## src/rtl/seven_segment_capture.sv

```systemverilog
// -----------------------------------------------------------------------------
// seven_segment_capture
//
// Readback monitor for a four-digit multiplexed seven-segment driver. It
// watches the Cathode / Segment_out pins, waits until a select/segment pair
// has been stable for SETTLE edges, then decodes the lit glyph back to a hex
// nibble for the selected digit. A frame strobe fires once all four digits
// have been captured. Select conflicts, unknown glyphs and a stalled scan are
// flagged.
//
// Ports
//   clk          in   system clock, rising edge
//   RST          in   synchronous active-high reset
//   Cathode      in   [3:0] digit selects (bit i = digit i)
//   Segment_out  in   [6:0] segments, bit0=a .. bit6=g
//   digits       out  [15:0] decoded values, digit i at [4i+3:4i]
//   digit_seen   out  [3:0] digits captured in the current frame
//   frame_valid  out  one-cycle pulse when the fourth digit completes a frame
//   glyph_err    out  one-cycle pulse on a settled, unknown segment pattern
//   sel_err      out  one-cycle pulse on a settled multi-digit select
//   stall        out  level, no capture for STALL_CYCLES cycles
// -----------------------------------------------------------------------------
module seven_segment_capture #(
    parameter int SETTLE          = 2,
    parameter int STALL_CYCLES    = 1000,
    parameter bit CATH_ACTIVE_LOW = 1'b1,
    parameter bit SEG_ACTIVE_LOW  = 1'b1
) (
    input  logic        clk,
    input  logic        RST,
    input  logic [3:0]  Cathode,
    input  logic [6:0]  Segment_out,
    output logic [15:0] digits,
    output logic [3:0]  digit_seen,
    output logic        frame_valid,
    output logic        glyph_err,
    output logic        sel_err,
    output logic        stall
);

    localparam int DW = $clog2(SETTLE + 1);
    localparam int SW = $clog2(STALL_CYCLES + 1);
    localparam logic [DW-1:0] SETTLE_W = DW'(SETTLE);
    localparam logic [SW-1:0] STALL_W  = SW'(STALL_CYCLES);

    // Returns {valid, value}; only exact glyph matches are accepted.
    function automatic logic [4:0] decode_glyph(input logic [6:0] p);
        case (p)
            7'h3F: decode_glyph = {1'b1, 4'h0};
            7'h06: decode_glyph = {1'b1, 4'h1};
            7'h5B: decode_glyph = {1'b1, 4'h2};
            7'h4F: decode_glyph = {1'b1, 4'h3};
            7'h66: decode_glyph = {1'b1, 4'h4};
            7'h6D: decode_glyph = {1'b1, 4'h5};
            7'h7D: decode_glyph = {1'b1, 4'h6};
            7'h07: decode_glyph = {1'b1, 4'h7};
            7'h7F: decode_glyph = {1'b1, 4'h8};
            7'h6F: decode_glyph = {1'b1, 4'h9};
            7'h77: decode_glyph = {1'b1, 4'hA};
            7'h7C: decode_glyph = {1'b1, 4'hB};
            7'h39: decode_glyph = {1'b1, 4'hC};
            7'h5E: decode_glyph = {1'b1, 4'hD};
            7'h79: decode_glyph = {1'b1, 4'hE};
            7'h71: decode_glyph = {1'b1, 4'hF};
            default: decode_glyph = 5'b0;
        endcase
    endfunction

    // Polarity-normalised, active-high select and segment pattern.
    logic [3:0] sel;
    logic [6:0] pat;
    assign sel = CATH_ACTIVE_LOW ? ~Cathode     : Cathode;
    assign pat = SEG_ACTIVE_LOW  ? ~Segment_out : Segment_out;

    logic [10:0]   pair_q,      pair_d;
    logic [DW-1:0] dwell_q,     dwell_d;
    logic          fire_q,      fire_d;
    logic [15:0]   digits_q,    digits_d;
    logic [3:0]    seen_q,      seen_d;
    logic          frame_q,     frame_d;
    logic          gerr_q,      gerr_d;
    logic          serr_q,      serr_d;
    logic [SW-1:0] stall_cnt_q, stall_cnt_d;

    logic       same;
    logic [3:0] ev_sel;
    logic [6:0] ev_pat;
    logic       ev_multi;
    logic       ev_onehot;
    logic [4:0] glyph;
    logic       capture;
    logic [3:0] seen_next;

    // NOTE: every always_comb output gets a default first, so no path can
    // leave a signal unassigned and infer a latch.
    always_comb begin
        pair_d      = {sel, pat};
        same        = ({sel, pat} == pair_q);

        // Dwell length saturates at SETTLE; a change starts a new dwell at 1.
        if (!same)                 dwell_d = DW'(1);
        else if (dwell_q == SETTLE_W) dwell_d = dwell_q;
        else                       dwell_d = dwell_q + DW'(1);

        // Fire only on the edge the count first reaches SETTLE in this dwell.
        fire_d = (dwell_d == SETTLE_W) && !(same && (dwell_q == SETTLE_W));

        // The event is acted on one edge later, using the registered pair,
        // which still holds the dwell that fired.
        ev_sel    = pair_q[10:7];
        ev_pat    = pair_q[6:0];
        ev_multi  = (ev_sel & (ev_sel - 4'd1)) != 4'd0;
        ev_onehot = (ev_sel != 4'd0) && !ev_multi;
        glyph     = decode_glyph(ev_pat);
        capture   = fire_q && ev_onehot && glyph[4];
        seen_next = seen_q | ev_sel;

        digits_d = digits_q;
        seen_d   = seen_q;
        frame_d  = 1'b0;
        gerr_d   = 1'b0;
        serr_d   = 1'b0;

        if (fire_q) begin
            if (ev_multi) begin
                serr_d = 1'b1;
            end else if (ev_onehot) begin
                if (glyph[4]) begin
                    for (int i = 0; i < 4; i++) begin
                        if (ev_sel[i]) digits_d[4*i +: 4] = glyph[3:0];
                    end
                    if (seen_next == 4'b1111) begin
                        frame_d = 1'b1;
                        seen_d  = 4'b0000;
                    end else begin
                        seen_d  = seen_next;
                    end
                end else begin
                    gerr_d = 1'b1;
                end
            end
        end

        // Capture takes priority over saturation, so stall stays low.
        if (capture)                      stall_cnt_d = '0;
        else if (stall_cnt_q == STALL_W)  stall_cnt_d = stall_cnt_q;
        else                              stall_cnt_d = stall_cnt_q + SW'(1);
    end

    // NOTE: sequential state uses non-blocking assignments so every flop
    // samples pre-edge values, independent of statement order.
    always_ff @(posedge clk) begin
        if (RST) begin
            pair_q      <= '0;
            dwell_q     <= '0;
            fire_q      <= 1'b0;
            digits_q    <= '0;
            seen_q      <= '0;
            frame_q     <= 1'b0;
            gerr_q      <= 1'b0;
            serr_q      <= 1'b0;
            stall_cnt_q <= '0;
        end else begin
            pair_q      <= pair_d;
            dwell_q     <= dwell_d;
            fire_q      <= fire_d;
            digits_q    <= digits_d;
            seen_q      <= seen_d;
            frame_q     <= frame_d;
            gerr_q      <= gerr_d;
            serr_q      <= serr_d;
            stall_cnt_q <= stall_cnt_d;
        end
    end

    assign digits      = digits_q;
    assign digit_seen  = seen_q;
    assign frame_valid = frame_q;
    assign glyph_err   = gerr_q;
    assign sel_err     = serr_q;
    assign stall       = (stall_cnt_q == STALL_W);

endmodule
```

## config.mk

```make
export PLATFORM = sky130hd
export DESIGN_NAME = seven_segment_capture
export DESIGN_NICKNAME = d
export VERILOG_FILES = /design/src/rtl/seven_segment_capture.sv
export SDC_FILE = /design/constraint.sdc
export NUM_CORES = 1
export LEC_CHECK = 0
export ABC_CLOCK_PERIOD_IN_PS = 2800
export CORE_ASPECT_RATIO = 0.9
export CORE_MARGIN = 1
export CORE_UTILIZATION = 50
export CTS_CLUSTER_DIAMETER = 80
export CTS_CLUSTER_SIZE = 10
export DETAILED_ROUTE_END_ITERATION = 10
export PLACE_DENSITY = 0.82
export RECOVER_POWER = 100
export SETUP_SLACK_MARGIN = 0.1
export SYNTH_ARGS = -nofsm -noshare
export SYNTH_HDL_FRONTEND = slang
export SYNTH_SLANG_ARGS = --single-unit
export TNS_END_PERCENT = 5
```

## constraint.sdc

```tcl
create_clock -name clk -period 2.8 [get_ports clk]
set_clock_uncertainty 0.1 [all_clocks]
set_input_delay 0.56 -clock clk [delete_from_list [all_inputs] [get_ports clk]]
set_output_delay 0.56 -clock clk [all_outputs]
set_load 0.01 [all_outputs]
```

==> results.md <==
* Row cnt at 23
* Status: completed
* Routability cong. at 0.881
* Skew-Pair Late Insertion Delay at 0.31 ns
* Commonest non-fill, non-tap cell in the layout: dfxtp_1
* DRT iter0 DRCs at 127
* Die Wd at 73.7 um
* CP Class: reg -> reg
* Grt ovf at 0
* Most frequent cells in the layout: dfxtp_1 (47), dlygate4sd3_1 (24), nand2_1 (23)
* Syn_nets at 267
* Detailed placement HPWL at 3410 um
* DP Area at 2670 um^2
* Finished Layout Cells at 340
* Post-Syn Area at 2310 um^2
* Pre-Repair DR Iteration Count at 4
* Vias in the first global route at 1770
* Clk slew on worst S/H paths at 0.09 ns
* Place WS at 0.280 ns
* Post-route ant nets at 0
* Top FF cell, synth: dfxtp_1
* Relative slew slack at 30.5%
* Syn avg cell area at 9.25 um^2
* Critical path endpoint category: flop
* Internal reg-to-reg setup slack at 0.19 ns
* Leakage dissipation at 1.02 nW
* RR Startpoint: pair_q[3]
* Hold Crit Endpoint: digits[10]
* Nets at 294
* Wire length per cell at 14.2 um
* H-tree levels at 2
* Die Ht at 66.5 um
* Initial antenna violation count at 0
* Critical path, cell by cell: nand2_4 > or4_1 > o311a_1 > a311oi_2 > o221a_1
* Final wirelength at 4830 um
* Min Tclk post-route at 2.61 ns
* Vias at 1849
* Die footprint at 4900 um^2
* Fin crit share at 93.2%
* Buf/Inv on CP at 0
* Max-cap violations at 0
* CORE AREA at 4460 um^2
* Placed cells at 332
* Tightest Pin Transition at 1.04 ns
* Slowest stage delay, CP at 0.69 ns
* Largest net degree at the start of global routing at 25
* Pins Over Slew Limit at 0
* Delay-heaviest family, CP: compound AO/OA/AOI/OAI gates
* Hold Crit Start: digits[10]
* Slowest stage cell, crit path: dfxtp_1
* Ratio of cells with drive above 1 in the final layout at 6.12%
* Mapped Cells at 250
* Longest Clk Path Bufs at 2
* Antenna diodes at 0
* Fraction of registers with async set or reset after synthesis at 0%
* Starting density of the core at 51.8%
* CTS tree: yes
* Setup Viol. Count Final at 0
* Fmax at 383 MHz
* FF-to-FF path depth at 5
* Vias per std cell at 5.44
* FF+latch count, synth at 47
* CP Launch Type: flop
* Final hold viol count at 0
* Critical Path AT at 2.76 ns
* P&R area growth vs syn at 19.8%
* Port buffer count at 36
* CTS Sinks at 47
* Global-route wire length before repair at 8160 um
* Cell variety after synth at 50
* Synth warnings at 0
* GRT Total Usage at 21.9%
* RSZ-0062 raised after global routing: no
* Setup TNS at 0 ns
* Worst Setup Slack, final at 0.192 ns
* Post-Route Utilization at 62.1%
* Post-route cell area at 2770 um^2
* Crit path required time at 2.95 ns
* Worst R2R End: digit_seen[1]
* TritonCTS Buffers at 5
* EDFF count, synth at 0
* WHS Path Cells at 2
* Hold/Removal Path Class: reg -> reg
* Drt drc at 0
* Power Dens Cells at 501 nW/um^2
* Io pins at 37
* Worst Path Max Fanout at 17
* Clock root buffer: clkbuf_8
* VDD IR max at 359 uV
* Post-CTS Setup Inserts at 0
* Register area share after synthesis at 40.7%
==> registers in the layout, summed over array words and instances (netlist names) <==
signal,count
fire_q,1
digit_seen,4
sel_err,1
pair_q,11
glyph_err,1
digits,16
dwell_q,2
frame_valid,1
stall_cnt_q,10
==> worst register-to-register path, stage by stage, from the launching register on <==
cell      delay, ns
dfxtp_1        0.69
nand2_4        0.08
or4_1          0.51
o311a_1        0.24
a311oi_2       0.64
o221a_1        0.29
==> metrics by stage <==
step / power (mW) / hold WS, ns
floorplan: 0.781 / 0.379
finish: 1.39 / 0.360
detailed placement: 0.813 / 0.352
global route: 1.43 / 0.379
CTS: 1.39 / 0.368
global placement: 0.810 / 0.345
==> kinds of logic after synthesis <==
kind of cell,count (synthesis),share of synthesized area (%)
and+or+nand+nor,92,21.2
DFF,47,40.7
AOI/OAI and AO/OA,38,14.3
buffers and inverters,31,6.33
xor gates and xnor gates,20,7.58
muxes,17,7.36
adders and majority gates,5,2.60
==> report_power, final <==
part           switching (mW)  internal (mW)  total [mW]
combinational          0.0425         0.0434      0.0858
clock                   0.236          0.356       0.592
sequential             0.0294          0.681       0.710
==> layout make-up <==
class	instances	area (um^2)
timing repair buffer	38	368
multi-input combinational	172	1200
sequential	47	941
clock buffer	5	68.8
tap	62	77.6
fill	379	1690
clock inverter	3	67.6
inverter	13	48.8
==> cells in the mapped netlist, drive strengths merged, types with 2 or more instances <==
master / count / area (um^2)
xor2: 14 / 123
nand2b: 2 / 12.5
dfxtp: 47 / 941
nor3: 12 / 60.1
nor2: 18 / 70.1
a311oi: 3 / 78.8
clkbuf: 7 / 27.5
mux2i: 17 / 170
a31oi: 3 / 31.3
buf: 11 / 70.1
o31ai: 2 / 15.0
nand4: 4 / 25.0
nor3b: 2 / 15.0
xnor2: 6 / 52.6
nand2: 24 / 97.6
a21oi: 6 / 30.0
nand3b: 3 / 22.5
nor4: 2 / 12.5
inv: 13 / 48.8
o21ai: 8 / 40.0
nand4b: 3 / 26.3
o221a: 4 / 45.0
o211ai: 2 / 15.0
nand3: 9 / 45.0
ha: 4 / 50.1
and3: 5 / 31.3
o22ai: 4 / 25.0
==> timing repair <==
action	CTS	global route
hold buffers	0	0
endpoints found under the setup margin	0	1
endpoints found under the hold margin	0	0
gates resized for setup	0	1
==> worst max path at each step <==
| stage | depth (start not counted) | endpoint | startpoint |
|---|---|---|---|
| global route | 5 | digit_seen[1] | pair_q[0] |
| detailed placement | 5 | digits[0] | pair_q[3] |
| finish | 5 | digit_seen[1] | pair_q[3] |
| CTS | 4 | stall | stall_cnt_q[2] |
| floorplan | 7 | digit_seen[3] | pair_q[3] |
| global placement | 5 | digits[0] | pair_q[3] |
==> routing by layer <==
layer	share of wire [%]	GRT usage, %
met5	0	0
met4	1.6	9.62
met3	4.0	4.08
met2	47	35.0
met1	48	28.6
Power figures use the tool's default switching activity.
==> patch: new RTL, config.mk and constraints unchanged <==
`SETTLE`: 2 -> 4.
--- a/src/rtl/seven_segment_capture.sv
+++ b/src/rtl/seven_segment_capture.sv
@@ -21,7 +21,7 @@
 //   stall        out  level, no capture for STALL_CYCLES cycles
 // -----------------------------------------------------------------------------
 module seven_segment_capture #(
-    parameter int SETTLE          = 2,
+    parameter int SETTLE          = 4,
     parameter int STALL_CYCLES    = 1000,
     parameter bit CATH_ACTIVE_LOW = 1'b1,
     parameter bit SEG_ACTIVE_LOW  = 1'b1
Function: changed (Yosys sat finds a counterexample within 4 cycles, from zero or initial values and one cycle with RST high).
==> patch against the unedited design <==
- core utilization grew 0.80 points
- final area grew 4.6%
- count of clock-buffer cells in the layout grew 2
- total power shrank 9.7%
- sequential cell count grew 1
- global-route usage shrank 1.2 points
- first-iteration DRC count shrank 3.1%
- setup slack lost 0.025 ns
- area after synthesis grew 7.7%
- wire length grew 1.7%
- via count grew 3.8%
- highest routed layer unchanged
==> patch: results <==
group,metric,value,unit
yosys,synth_xor_xnor_area_share,0.0844,
route,dr.pass1.iters,4,
place,place.gp.congestion,0.855,
cts,clk_pin_slew,0.08,ns
yosys,ys_warn_count,0,
yosys,synth_compound_area_frac,0.153,
yosys,ys_types,57,
yosys,syn_inst,260,
finish,fillCellCount,402,
grt,grt_max_degree,16,
cts,htreeDepth,2,
critical_path,path_max_fanout,15,
run_status,status,"finished clean",
yosys,synth_common_cells,"dfxtp_1, nor2_1, nand2_1, xor2_1, nor3_1",
finish,largest_reg_flops,16,
route,vias_per_cell,5.44,
place,portBuffers,36,
finish,final_cells,353,
cts,cts_made_buffers,5,
finish,drive_gt1_frac,0.0859,
sta,tightest_slew,0.618,ns
place,pre_cts_ws,0.248,ns
cts,clockBufferDepth,2,
grt,grt_pass1_wl,8.36,mm
yosys,async_reset_ff_frac,0,
grt,antenna_found_initial,0,
route,wl,4.91,mm
cts,post_cts_buffers,0,
yosys,synth_fa_ha_area_frac,0.0201,
cts,clk_latency,0.30,ns
pwr,pwr-share-clk,0.340,
pwr,leakagePower,1.15,nW
place,dpl.hpwl,3.59,mm
min_path,min_path_type,"register to register",
finish,antenna_cells,0,
route,drt_iter0_drc,123,
yosys,yosys-top-cells-area,"dfxtp_1, xor2_1, mux2i_1, nor3_1, nor2_1",
grt,grt_pass1_vias,1703,
place,place_area,2850,µm²
finish,final_nets,307,
yosys,synth_seq_area_share,0.386,
yosys,synthMuxAreaShare,0.0668,
grt,track_usage,0.206,
pwr,intPower,0.945,mW
cts,root_buffer,"clkbuf_8",
cts,post_cts_resized,2,
yosys,synth_fp_nets,277,
pwr,vdd_drop_max,231,µV
## patch: kinds of logic after synthesis
kind of cell               count (synthesis)
AOI/OAI and AO/OA                         40
xor gates and xnor gates                  24
adders and majority gates                  4
buffers and inverters                     27
DFF                                       48
muxes                                     15
and+or+nand+nor                          102
## patch: final timing paths
path	startpoint	to	slack, ns	depth (start not counted)
worst min-delay path	digits[8]	digits[8]	0.36	2
worst max register to register	pair_q[3]	digits[13]	0.17	5
worst min register to register	digits[8]	digits[8]	0.36	2
worst max-delay path	pair_q[3]	digits[13]	0.17	5
## patch: critical path, cell delays in order (launching register included)
cell and delay [ns]:
dfxtp_1 0.70, nor3_1 0.11, o2111a_1 0.28, or3_1 0.49, o211ai_1 0.46, mux2_1 0.38
## patch: power by group through the flow
| stage | Clock (mW) | Combinational, mW | Sequential, mW |
|---|---|---|---|
| 2_1_floorplan | 0 | 0.0913 | 0.721 |
| 3_3_place_gp | 0 | 0.0980 | 0.743 |
| 5_1_grt | 0.469 | 0.110 | 0.732 |
| 3_5_place_dp | 0 | 0.101 | 0.744 |
| 6_report | 0.426 | 0.0989 | 0.728 |
| 4_1_cts | 0.433 | 0.102 | 0.728 |
## patch: area by class of cell
class	instances	area, µm²	share of cell area
Clock buffer	7	86.3	0.0298
Clock inverter	1	7.51	0.00259
Inverter	10	37.5	0.0130
Multi-Input combinational cell	185	1350	0.464
Sequential cell	48	961	0.332
Tap cell	62	77.6	0.0268
Timing Repair Buffer	40	382	0.132
## patch: routing by layer
layer / up-vias / share of wire / GRT usage
met5: - / 0 / 0
met4: 0 / 0.0086 / 0.0865
met3: 4 / 0.051 / 0.0368
met2: 55 / 0.45 / 0.322
met1: 873 / 0.49 / 0.284
li1: 987 / - / -
